### config.mk
export PLATFORM = sky130hd
export DESIGN_NAME = bb_slave_port
export DESIGN_NICKNAME = d
export VERILOG_FILES = /design/src/rtl/bb_bus_pkg.sv /design/src/rtl/bb_slave_port.sv
export SDC_FILE = /design/constraint.sdc
export NUM_CORES = 1
export LEC_CHECK = 0
export CAP_MARGIN = 20
export CORE_MARGIN = 1
export CORE_UTILIZATION = 26
export CTS_CLUSTER_DIAMETER = 30
export DETAILED_ROUTE_END_ITERATION = 8
export PLACE_DENSITY_LB_ADDON = 0.12
export SLEW_MARGIN = 20
export SYNTH_ARGS = -nofsm -noshare
export SYNTH_HDL_FRONTEND = slang
export SYNTH_SLANG_ARGS = --single-unit
### constraint.sdc
create_clock -name clk -period 5.7 [get_ports clk]
set_clock_uncertainty 0.1 [all_clocks]
set_input_delay 1.14 -clock clk [delete_from_list [all_inputs] [get_ports clk]]
set_output_delay 1.14 -clock clk [all_outputs]
set_load 0.05 [all_outputs]
### src/rtl/bb_bus_pkg.sv
// rtl/bb_bus_pkg.sv - shared constants and slave state encoding for the bit-serial bus
package bb_bus_pkg;

    localparam int BUS_ADDR_BITS = 16;
    localparam int BUS_DATA_BITS = 8;

    typedef enum logic [2:0] {
        IDLE   = 3'd0,
        ADDR   = 3'd1,
        WDATA  = 3'd2,
        MEM_WR = 3'd3,
        MEM_RD = 3'd4,
        SPLIT  = 3'd5,
        RDATA  = 3'd6
    } slave_state_e;

endpackage

### src/rtl/bb_slave_port.sv
// rtl/bb_slave_port.sv - bit-serial bus target endpoint issuing one local memory access per transaction
module bb_slave_port
    import bb_bus_pkg::*;
#(
    parameter int ADDR_W       = 12,
    parameter int SPLIT_EN     = 1,
    parameter int SPLIT_THRESH = 4
) (
    input  logic                     clk,
    input  logic                     rstn,
    input  logic                     mode,
    input  logic                     wr_bus,
    input  logic                     master_valid,
    output logic                     slave_ready,
    output logic                     rd_bus,
    output logic                     slave_valid,
    input  logic                     master_ready,
    output logic                     split,
    output logic [ADDR_W-1:0]        mem_addr,
    output logic [BUS_DATA_BITS-1:0] mem_wdata,
    output logic                     mem_we,
    output logic                     mem_re,
    input  logic [BUS_DATA_BITS-1:0] mem_rdata,
    input  logic                     mem_rvalid
);

    localparam logic [3:0] ADDR_LAST = 4'(BUS_ADDR_BITS - 1);
    localparam logic [3:0] DATA_LAST = 4'(BUS_DATA_BITS - 1);
    localparam logic [7:0] THRESH    = 8'(SPLIT_THRESH);

    slave_state_e             state_q, state_d;
    logic [3:0]               cnt_q, cnt_d;
    logic [ADDR_W-1:0]        addr_q, addr_d;
    logic [BUS_DATA_BITS-1:0] shift_q, shift_d;
    logic                     mode_q, mode_d;
    logic [7:0]               wait_q, wait_d;
    logic                     wr_xfer, rd_xfer;

    assign wr_xfer = master_valid & slave_ready;
    assign rd_xfer = slave_valid & master_ready;

    always_ff @(posedge clk or negedge rstn) begin
        if (!rstn) begin
            state_q <= IDLE;
            cnt_q   <= '0;
            addr_q  <= '0;
            shift_q <= '0;
            mode_q  <= 1'b0;
            wait_q  <= '0;
        end else begin
            state_q <= state_d;
            cnt_q   <= cnt_d;
            addr_q  <= addr_d;
            shift_q <= shift_d;
            mode_q  <= mode_d;
            wait_q  <= wait_d;
        end
    end

    always_comb begin
        state_d = state_q;
        cnt_d   = cnt_q;
        addr_d  = addr_q;
        shift_d = shift_q;
        mode_d  = mode_q;
        wait_d  = wait_q;
        case (state_q)
            IDLE: begin
                if (wr_xfer) begin
                    addr_d  = {{(ADDR_W-1){1'b0}}, wr_bus};
                    cnt_d   = 4'd1;
                    mode_d  = mode;
                    state_d = ADDR;
                end
            end
            ADDR: begin
                // A gap in master_valid mid-frame means the master gave up.
                if (!master_valid) begin
                    cnt_d   = '0;
                    state_d = IDLE;
                end else begin
                    addr_d = {addr_q[ADDR_W-2:0], wr_bus};
                    if (cnt_q == ADDR_LAST) begin
                        cnt_d   = '0;
                        wait_d  = '0;
                        state_d = mode_q ? WDATA : MEM_RD;
                    end else begin
                        cnt_d = cnt_q + 4'd1;
                    end
                end
            end
            WDATA: begin
                if (!master_valid) begin
                    cnt_d   = '0;
                    state_d = IDLE;
                end else begin
                    shift_d = {shift_q[BUS_DATA_BITS-2:0], wr_bus};
                    if (cnt_q == DATA_LAST) begin
                        cnt_d   = '0;
                        state_d = MEM_WR;
                    end else begin
                        cnt_d = cnt_q + 4'd1;
                    end
                end
            end
            MEM_WR: begin
                state_d = IDLE;
            end
            MEM_RD: begin
                if (mem_rvalid) begin
                    shift_d = mem_rdata;
                    cnt_d   = '0;
                    state_d = RDATA;
                end else begin
                    // Saturate so a very slow memory never re-triggers mem_re.
                    if (wait_q != 8'hFF) begin
                        wait_d = wait_q + 8'd1;
                    end
                    if ((SPLIT_EN != 0) && (wait_q == THRESH - 8'd1)) begin
                        state_d = SPLIT;
                    end
                end
            end
            SPLIT: begin
                if (mem_rvalid) begin
                    shift_d = mem_rdata;
                    cnt_d   = '0;
                    state_d = RDATA;
                end
            end
            RDATA: begin
                if (rd_xfer) begin
                    shift_d = {shift_q[BUS_DATA_BITS-2:0], 1'b0};
                    if (cnt_q == DATA_LAST) begin
                        cnt_d   = '0;
                        state_d = IDLE;
                    end else begin
                        cnt_d = cnt_q + 4'd1;
                    end
                end
            end
            default: begin
                cnt_d   = '0;
                state_d = IDLE;
            end
        endcase
    end

    always_comb begin
        slave_ready = 1'b0;
        slave_valid = 1'b0;
        rd_bus      = 1'b0;
        split       = 1'b0;
        mem_we      = 1'b0;
        mem_re      = 1'b0;
        case (state_q)
            IDLE, ADDR, WDATA: slave_ready = 1'b1;
            MEM_WR:            mem_we      = 1'b1;
            MEM_RD:            mem_re      = (wait_q == 8'd0);
            SPLIT:             split       = 1'b1;
            RDATA: begin
                slave_valid = 1'b1;
                rd_bus      = shift_q[BUS_DATA_BITS-1];
            end
            default: slave_ready = 1'b0;
        endcase
    end

    assign mem_addr  = addr_q;
    assign mem_wdata = shift_q;

endmodule

==> out/results.ini, run 1 <==
[floorplan]
initial_core_util = 0.270
core_area_sq_mm = 0.00725
die_y_um = 88.7
die_area_sq_mm = 0.00787
ios = 41
rows = 31
die-width_um = 88.7

[sta]
setup-tns-final_ns = 0
relSlewSlack = 0.428
hold_viol_final = 0
rsz0062_at_grt = false
period_share = 0.698
setup_viol = 0
drv_slew = 0
fin_crit_ns = 3.98
max_freq_mhz = 251
worstMarginPinSlew_ns = 0.857

[power]
p_sw_frac = 0.463
p_clk_frac = 0.179
power_frac_comb = 0.482
p_leak_nw = 1.05
peakVddDrop_uv = 120
cellPowerDensity_mw_per_mm2 = 524
switching_power_uw = 615
finalPower_mw = 1.33
p_int_uw = 714
pwr-share-seq = 0.339

[synthesis]
synth.avg_cell_area_sq_um = 9.59
synth_nets = 222
synth_warnings = 0
synthFlopType = dfrtp_1
synth_cell_type_count = 50
ys_ff_latch = 36
yosysSeqAreaShare = 0.461
synth_edf_count = 0
syn_inst = 204
async_flop_share = 1.00
netlist_area_sq_mm = 0.00196

[clock_network]
cts_hold_buf = 0
numCtsBuffers = 5
clk_pin_slew_ns = 0.08
htreeDepth = 2
insertion_delay_ns = 0.30
postCtsSetupBuffers = 0
cts_root_buf = clkbuf_8
cts_tree = built
cts.sinks = 36
cts_resized = 0
max-clock-path-buffers = 2

[setup_path]
worstSetupPathType = register to output port
slowest_stage = clkdlybuf4s50_1
path_buf_inv = 2
critPathMaxStageDelay_ns = 0.79
arrival_ns = 2.74
path_cells = inv_1 -> nor2_1 -> and2_1 -> clkdlybuf4s50_1
critical_path.max_fanout = 22
critPathCaptureType = output port
cp.required_ns = 4.46
cp_top_family = buffers and inverters
start_kind = register

[place]
dp_hpwl_mm = 3.17
place.gp.congestion = 0.753
io_buffers = 40

[run_status]
status = finished, final reports clean

[layout]
fin_nets = 256
layout-drive-gt1-share = 0.0837
area_growth_pct = 29.8
antenna_cells = 0

[global_route]
grt_max_degree = 37
antenna_found_initial = 0
grt_pass1_wl_mm = 7.80
track_usage = 0.130
overflow = 0
grt_pass1_vias = 1583

[route]
viasPerCell = 4.93
wirelength_mm = 4.73
vias = 1665
drtPass1Iterations = 4
drc = 0
wl_per_cell_um = 14.0
drt_iter0_drc = 94
ant_nets = 0

[min_path]
hold_path_class = register to register

[flow_run]
max_cap_violations = 0

-- metal layers --
metal	track usage	share of wire	up-vias
li1	-	-	820
met4	0.0484	0.010	0
met3	0.0326	0.041	4
met5	0	0	-
met2	0.211	0.48	37
met1	0.168	0.47	804
-- registers in the layout (all words and copies together), names as in the netlist --
name       cells
cnt_q          4
mem_addr      12
mem_wdata      8
mode_q         1
state_q        3
wait_q         8
-- Yosys cell counts (all sizes together), types with 4 or more instances --
cell type   n  share of area
a21oi       4          0.010
a22o       11          0.049
a31oi      10          0.032
and3        7          0.022
buf         8          0.020
clkbuf      5         0.0096
dfrtp      36           0.46
inv         6          0.012
nand2      24          0.046
nand2b      5          0.016
nand3       6          0.015
nor2       16          0.031
nor3        4          0.010
o21ai       5          0.013
o31ai       7          0.027
or3b        4          0.018
-- worst register-to-register path: stages, from the launching register on --
cell	delay (ns)
dfrtp_1	0.61
and4bb_2	0.65
a2bb2oi_2	0.23
or3_4	0.44
o31ai_1	0.21
-- layout make-up --
cell class / instances / area (sq um)
clock buffers: 5 / 68.8
clock inverters: 3 / 46.3
fillers: 760 / 4720
inverters: 6 / 22.5
multi-input cells: 149 / 980
flip-flops and latches: 36 / 901
well taps: 99 / 124
repair buffers: 40 / 395
-- worst paths after layout --
path                            start    endpoint  slack, ns  cells past startpoint
setup reg to reg           state_q[1]   wait_q[5]       3.37                      4
setup / recovery           state_q[2]       split       1.72                      4
hold / removal               cnt_q[0]    cnt_q[0]       0.40                      1
hold reg to reg              cnt_q[0]    cnt_q[0]       0.40                      1
min in group asynchronous        rstn   wait_q[3]       0.84                      1
max in group asynchronous        rstn  state_q[2]       4.11                      1
-- metrics by stage --
step | utilization | hold slack (ns) | instances | cell area (sq um) | worst slack (ns)
global placement | 0.333 | 0.389 | 330 | 2420 | 2.05
detailed placement | 0.333 | 0.381 | 330 | 2420 | 1.97
floorplan | - | 0.366 | 204 | 1960 | 1.96
finish | 0.350 | 0.404 | 338 | 2540 | 1.72
global route | 0.350 | 0.442 | 338 | 2540 | 1.48
CTS | 0.349 | 0.411 | 338 | 2530 | 1.66
-- power by group through the flow --
stage	sequential, mW	clock, mW	combinational (mW)
floorplan	0.542	0	0.370
global placement	0.456	0	0.645
detailed placement	0.456	0	0.640
CTS	0.451	0.247	0.645
global route	0.472	0.255	0.701
finish	0.451	0.238	0.641
-- cells by family (layout without fill, tap and decap cells) --
kind of cell / Yosys count / in the layout / synth area share
and+or+nand+nor: 83 / 83 / 0.230
adders and majority gates: 3 / 3 / 0.0192
buffers and inverters: 19 / 54 / 0.0416
AOI/OAI and AO/OA: 57 / 57 / 0.216
DFF: 36 / 36 / 0.461
muxes: 6 / 6 / 0.0326
-- placed cells by master (no fill, tap or decap), types with 3 or more instances in the layout --
cell | synthesis | routed
clkdlybuf4s50_1 | 0 | 39
dfrtp_1 | 36 | 36
nand2_1 | 24 | 24
nor2_1 | 16 | 16
a22o_1 | 11 | 11
a31oi_1 | 10 | 10
and3_1 | 7 | 7
o31ai_1 | 7 | 7
inv_1 | 6 | 6
nand3_1 | 6 | 6
nand2b_1 | 5 | 5
clkbuf_8 | 0 | 5
a21oi_1 | 4 | 4
nor3_1 | 4 | 4
nor2b_1 | 3 | 3
mux2i_1 | 3 | 3
o2bb2ai_1 | 3 | 3
o21ai_0 | 3 | 3
mux2_2 | 3 | 3
ha_1 | 3 | 3
No activity file was read; power rests on OpenSTA's default activity.
==> run 2: changes to the inputs <==
- clock period: 5.7 -> 4.08 ns (I/O delays scaled with it)
==> run 2 against run 1 <==
Power increased by 36%. Critical path depth unchanged. Largest power group unchanged. Via count decreased by 1.2%. Clock power rose by 8%. Count of clock-buffer cells in the layout did not move. Core utilization fell by 0.052 points. Combinational power increased by 49%. First-iteration DRC count is 6.4% lower.
==> out/results.ini, run 2 (synthesized netlist as in run 1, its figures left out) <==
[clock_network]
cts_hold_buf = 0
cts.sinks = 36
cts_resized = 0
cts_root_buf = clkbuf_8
htreeDepth = 2
max-clock-path-buffers = 2
postCtsSetupBuffers = 0
insertion_delay_ns = 0.30
cts_tree = built
clk_pin_slew_ns = 0.08
numCtsBuffers = 5

[floorplan]
ios = 41
core_area_sq_mm = 0.00725
die_area_sq_mm = 0.00787
die_y_um = 88.7
rows = 31
initial_core_util = 0.270
die-width_um = 88.7

[setup_path]
worstSetupStartpoint = state_q[0]
cp_top_family = buffers and inverters
cp.required_ns = 3.16
critPathCaptureType = output port
crit_cells = 4
reg2reg_setup_slack_ns = 1.86
endpoint = mem_re
path_cells = nor3b_1 -> nand2_1 -> nor4b_1 -> clkdlybuf4s50_1
start_kind = register
r2r_cells = 4
critical_path.max_fanout = 18
critPathMaxStageDelay_ns = 0.87
reg2reg_to = wait_q[5]
worstSetupPathType = register to output port
arrival_ns = 2.47
reg2reg_from = state_q[0]
slowest_stage = clkdlybuf4s50_1
path_buf_inv = 1

[layout]
antenna_cells = 0
layout_commonest_cell = clkdlybuf4s50_1
regArea_sq_um = 901
fill_cells = 780
multi_input_area_sq_um = 973
finalNonFillerCells = 342
largest_reg_flops = 12
area_growth_pct = 29.6
fin_nets = 260
final_cell_mix = clkdlybuf4s50_1 (39), dfrtp_1 (36), nand2_1 (24)
layout-drive-gt1-share = 0.0947

[power]
p_leak_nw = 1.06
cellPowerDensity_mw_per_mm2 = 712
finalPower_mw = 1.80
peakVddDrop_uv = 202

[route]
wirelength_mm = 4.83
drtPass1Iterations = 4
drc = 0
drt_iter0_drc = 88
viasPerCell = 4.81
vias = 1645
wl_per_cell_um = 14.1
ant_nets = 0

[global_route]
grt_max_degree = 37
grt_pass1_vias = 1586
antenna_found_initial = 0
track_usage = 0.130
overflow = 0
grt_pass1_wl_mm = 7.78

[place]
dp_hpwl_mm = 3.32
io_buffers = 40
place.gp.congestion = 0.756
post-place-ws_ns = 0.955
dpl.cell_count = 334

[flow_run]
max_cap_violations = 0

[sta]
hold_slack_ns = 0.408
worstMarginPinSlew_ns = 0.839
hold_viol_final = 0
max_freq_mhz = 295
drv_slew = 0
fin_crit_ns = 3.39
relSlewSlack = 0.440
setup-tns-final_ns = 0
rsz0062_at_grt = false
period_share = 0.831
setup_viol = 0
setup_slack_ns = 0.690

[run_status]
status = finished, final reports clean

[min_path]
hold_path_class = register to register
hp-start = cnt_q[0]

==> run 2: changes by cell type in the layout (fill, tap and decap cells not counted) <==
cell and change:
buf_4 +4, bufinv_16 -1, clkinv_2 +2, clkinv_4 +1, clkinvlp_4 -1, inv_6 -1, o22ai_1 +1, o22ai_2 -1
==> run 2: area by class of cell <==
type,count,area share
multi-input cells,149,0.384
clock buffers,5,0.0272
flip-flops and latches,36,0.356
well taps,99,0.0489
clock inverters,3,0.00741
repair buffers,44,0.168
inverters,6,0.00889
==> run 2: how the worst min path moves through the flow <==
| stage | to | slack, ns | cells past startpoint |
|---|---|---|---|
| final | cnt_q[0] | 0.41 | 1 |
| after global routing | cnt_q[0] | 0.42 | 1 |
| after CTS | mem_addr[11] | 0.41 | 1 |
| after detailed placement | mem_addr[11] | 0.39 | 1 |
| after global placement | mem_addr[11] | 0.40 | 1 |
| after floorplan | cnt_q[0] | 0.37 | 1 |
==> run 2: metal layers <==
metal	global-route usage	share of wire
met3	0.0308	0.036
met2	0.199	0.45
met1	0.180	0.49
met4	0.0440	0.014
met5	0	0
==> run 2: worst reg2reg max path, stage by stage (launching register included) <==
cell and delay [ns]:
dfrtp_1 0.64, and4bb_2 0.53, a2bb2oi_2 0.22, or3_4 0.44, o31ai_1 0.20
==> run 2: power breakdown <==
group	switching [mW]	internal [mW]	total, mW
combinational	0.591	0.362	0.954
clock	0.139	0.119	0.258
sequential	0.122	0.470	0.592
==> run 2: metrics by stage <==
stage	area, sq um	utilization
6_report	2530	0.349
5_1_grt	2530	0.349
3_5_place_dp	2450	0.337
4_1_cts	2530	0.349
2_1_floorplan	1960	-
3_3_place_gp	2450	0.337
==> run 3: changes to the inputs <==
- clock period: 4.08 -> 3.5 ns (I/O delays scaled with it)
==> run 3 against run 2 <==
Worst setup slack worse by 0.18 ns. Sequential power is 24% higher. Register-to-register slack worse by 0.70 ns. Count of clock-buffer cells in the layout stayed put. Core utilization is 0.81 points higher. Combinational power is 12% higher. Cell count is 0.29% lower. Largest power group unchanged. Final area is 2.3% higher. Global-route usage hardly changed. Clock power is 100% higher.
==> out/results.ini, run 3 (synthesized netlist as in run 1, its figures left out) <==
[floorplan]
die-width_um = 88.7
core_area_sq_mm = 0.00725
die_area_sq_mm = 0.00787
die_y_um = 88.7
ios = 41
rows = 31
initial_core_util = 0.270

[global_route]
track_usage = 0.131
antenna_found_initial = 0
grt_pass1_vias = 1568
overflow = 0
grt_max_degree = 37
grt_pass1_wl_mm = 7.76

[place]
place.gp.congestion = 0.732
dp_hpwl_mm = 3.30
post-place-ws_ns = 0.623
io_buffers = 40
dpl_cell_area_sq_mm = 0.00243

[sta]
setup-tns-final_ns = 0
rsz0062_at_grt = false
period_share = 0.855
worstMarginPinSlew_ns = 0.816
setup_viol = 0
max_freq_mhz = 334
relSlewSlack = 0.456
drv_slew = 0
hold_slack_ns = 0.393
fin_crit_ns = 2.99
setup_slack_ns = 0.508
hold_viol_final = 0

[layout]
largest_reg_flops = 12
post-route-util = 0.357
final_cell_mix = clkdlybuf4s50_1 (37), dfrtp_1 (36), nand2_1 (24)
design_area_sq_mm = 0.00259
antenna_cells = 0
area_growth_pct = 32.6
layout_commonest_cell = clkdlybuf4s50_1
layout-drive-gt1-share = 0.0992
fin_nets = 259

[min_path]
hold_path_class = primary input to async pin

[clock_network]
cts_root_buf = clkbuf_8
cts_hold_buf = 0
cts_resized = 0
cts.sinks = 36
numCtsBuffers = 5
clk_pin_slew_ns = 0.08
insertion_delay_ns = 0.30
cts_tree = built
max-clock-path-buffers = 2
postCtsSetupBuffers = 0
htreeDepth = 2

[route]
vias = 1656
drt_iter0_drc = 92
drtPass1Iterations = 4
wirelength_mm = 4.78
ant_nets = 0
viasPerCell = 4.86
drc = 0
wl_per_cell_um = 14.0

[setup_path]
arrival_ns = 2.19
cp.required_ns = 2.70
critical_path.max_fanout = 22
reg2reg_setup_slack_ns = 1.16
worstSetupPathType = register to output port
critPathMaxStageDelay_ns = 0.82
critPathCaptureType = output port
start_kind = register
path_cells = inv_1 -> nor2_1 -> clkdlybuf4s50_1
slowest_stage = clkdlybuf4s50_1

[power]
cellPowerDensity_mw_per_mm2 = 896
p_leak_nw = 1.09
peakVddDrop_uv = 237

[run_status]
status = finished, final reports clean

[flow_run]
max_cap_violations = 0

==> run 3: cell types whose count changed in the layout (fill, tap and decap cells not counted) <==
cell / before / now
bufinv_16: 0 / 3
clkdlybuf4s50_1: 39 / 37
clkinv_2: 2 / 0
buf_4: 4 / 5
clkinv_4: 1 / 0
==> run 3: cell type report <==
type	instances	area (sq um)
fillers	751	4660
multi-input cells	149	973
flip-flops and latches	36	901
repair buffers	43	413
well taps	99	124
clock inverters	3	90.1
clock buffers	5	68.8
inverters	6	22.5
==> run 3: critical path: cells and delay by family (launching register included) <==
| kind | cells | cell delay [ns] |
|---|---|---|
| flops | 1 | 0.75 |
| buf+inv | 2 | 1.00 |
| simple gates | 1 | 0.14 |
==> run 3: path summary, 6_finish.rpt <==
check / startpoint / end / cells after the start
worst max-delay path: state_q[2] / slave_valid / 3
worst min-delay path: rstn / mem_wdata[1] / 1
worst max register to register: state_q[2] / wait_q[4] / 4
worst min register to register: mem_addr[11] / mem_addr[11] / 1
max in group asynchronous: rstn / mem_addr[7] / 1
min in group clk: mem_addr[11] / mem_addr[11] / 1
==> run 3: power breakdown <==
part	internal, mW	leakage (nW)	switching [mW]
clock network	0.356	0.0784	0.161
logic	0.415	0.555	0.659
registers	0.547	0.461	0.185
total	1.32	1.09	1.00
==> run 3: per-layer routing <==
layer / vias to the layer above / part of all wire / wire length (um) / GRT usage
li1: 828 / - / - / -
met1: 790 / 0.50 / 2380 / 0.184
met2: 31 / 0.45 / 2140 / 0.188
met3: 7 / 0.035 / 165 / 0.0326
met4: 0 / 0.019 / 91 / 0.0572
met5: - / 0 / 0 / 0
==> run 3: through the flow <==
step	instances	power [mW]
final	341	2.32
after global routing	341	2.48
after CTS	341	2.35
after detailed placement	333	1.82
after global placement	333	1.82
after floorplan	204	1.48
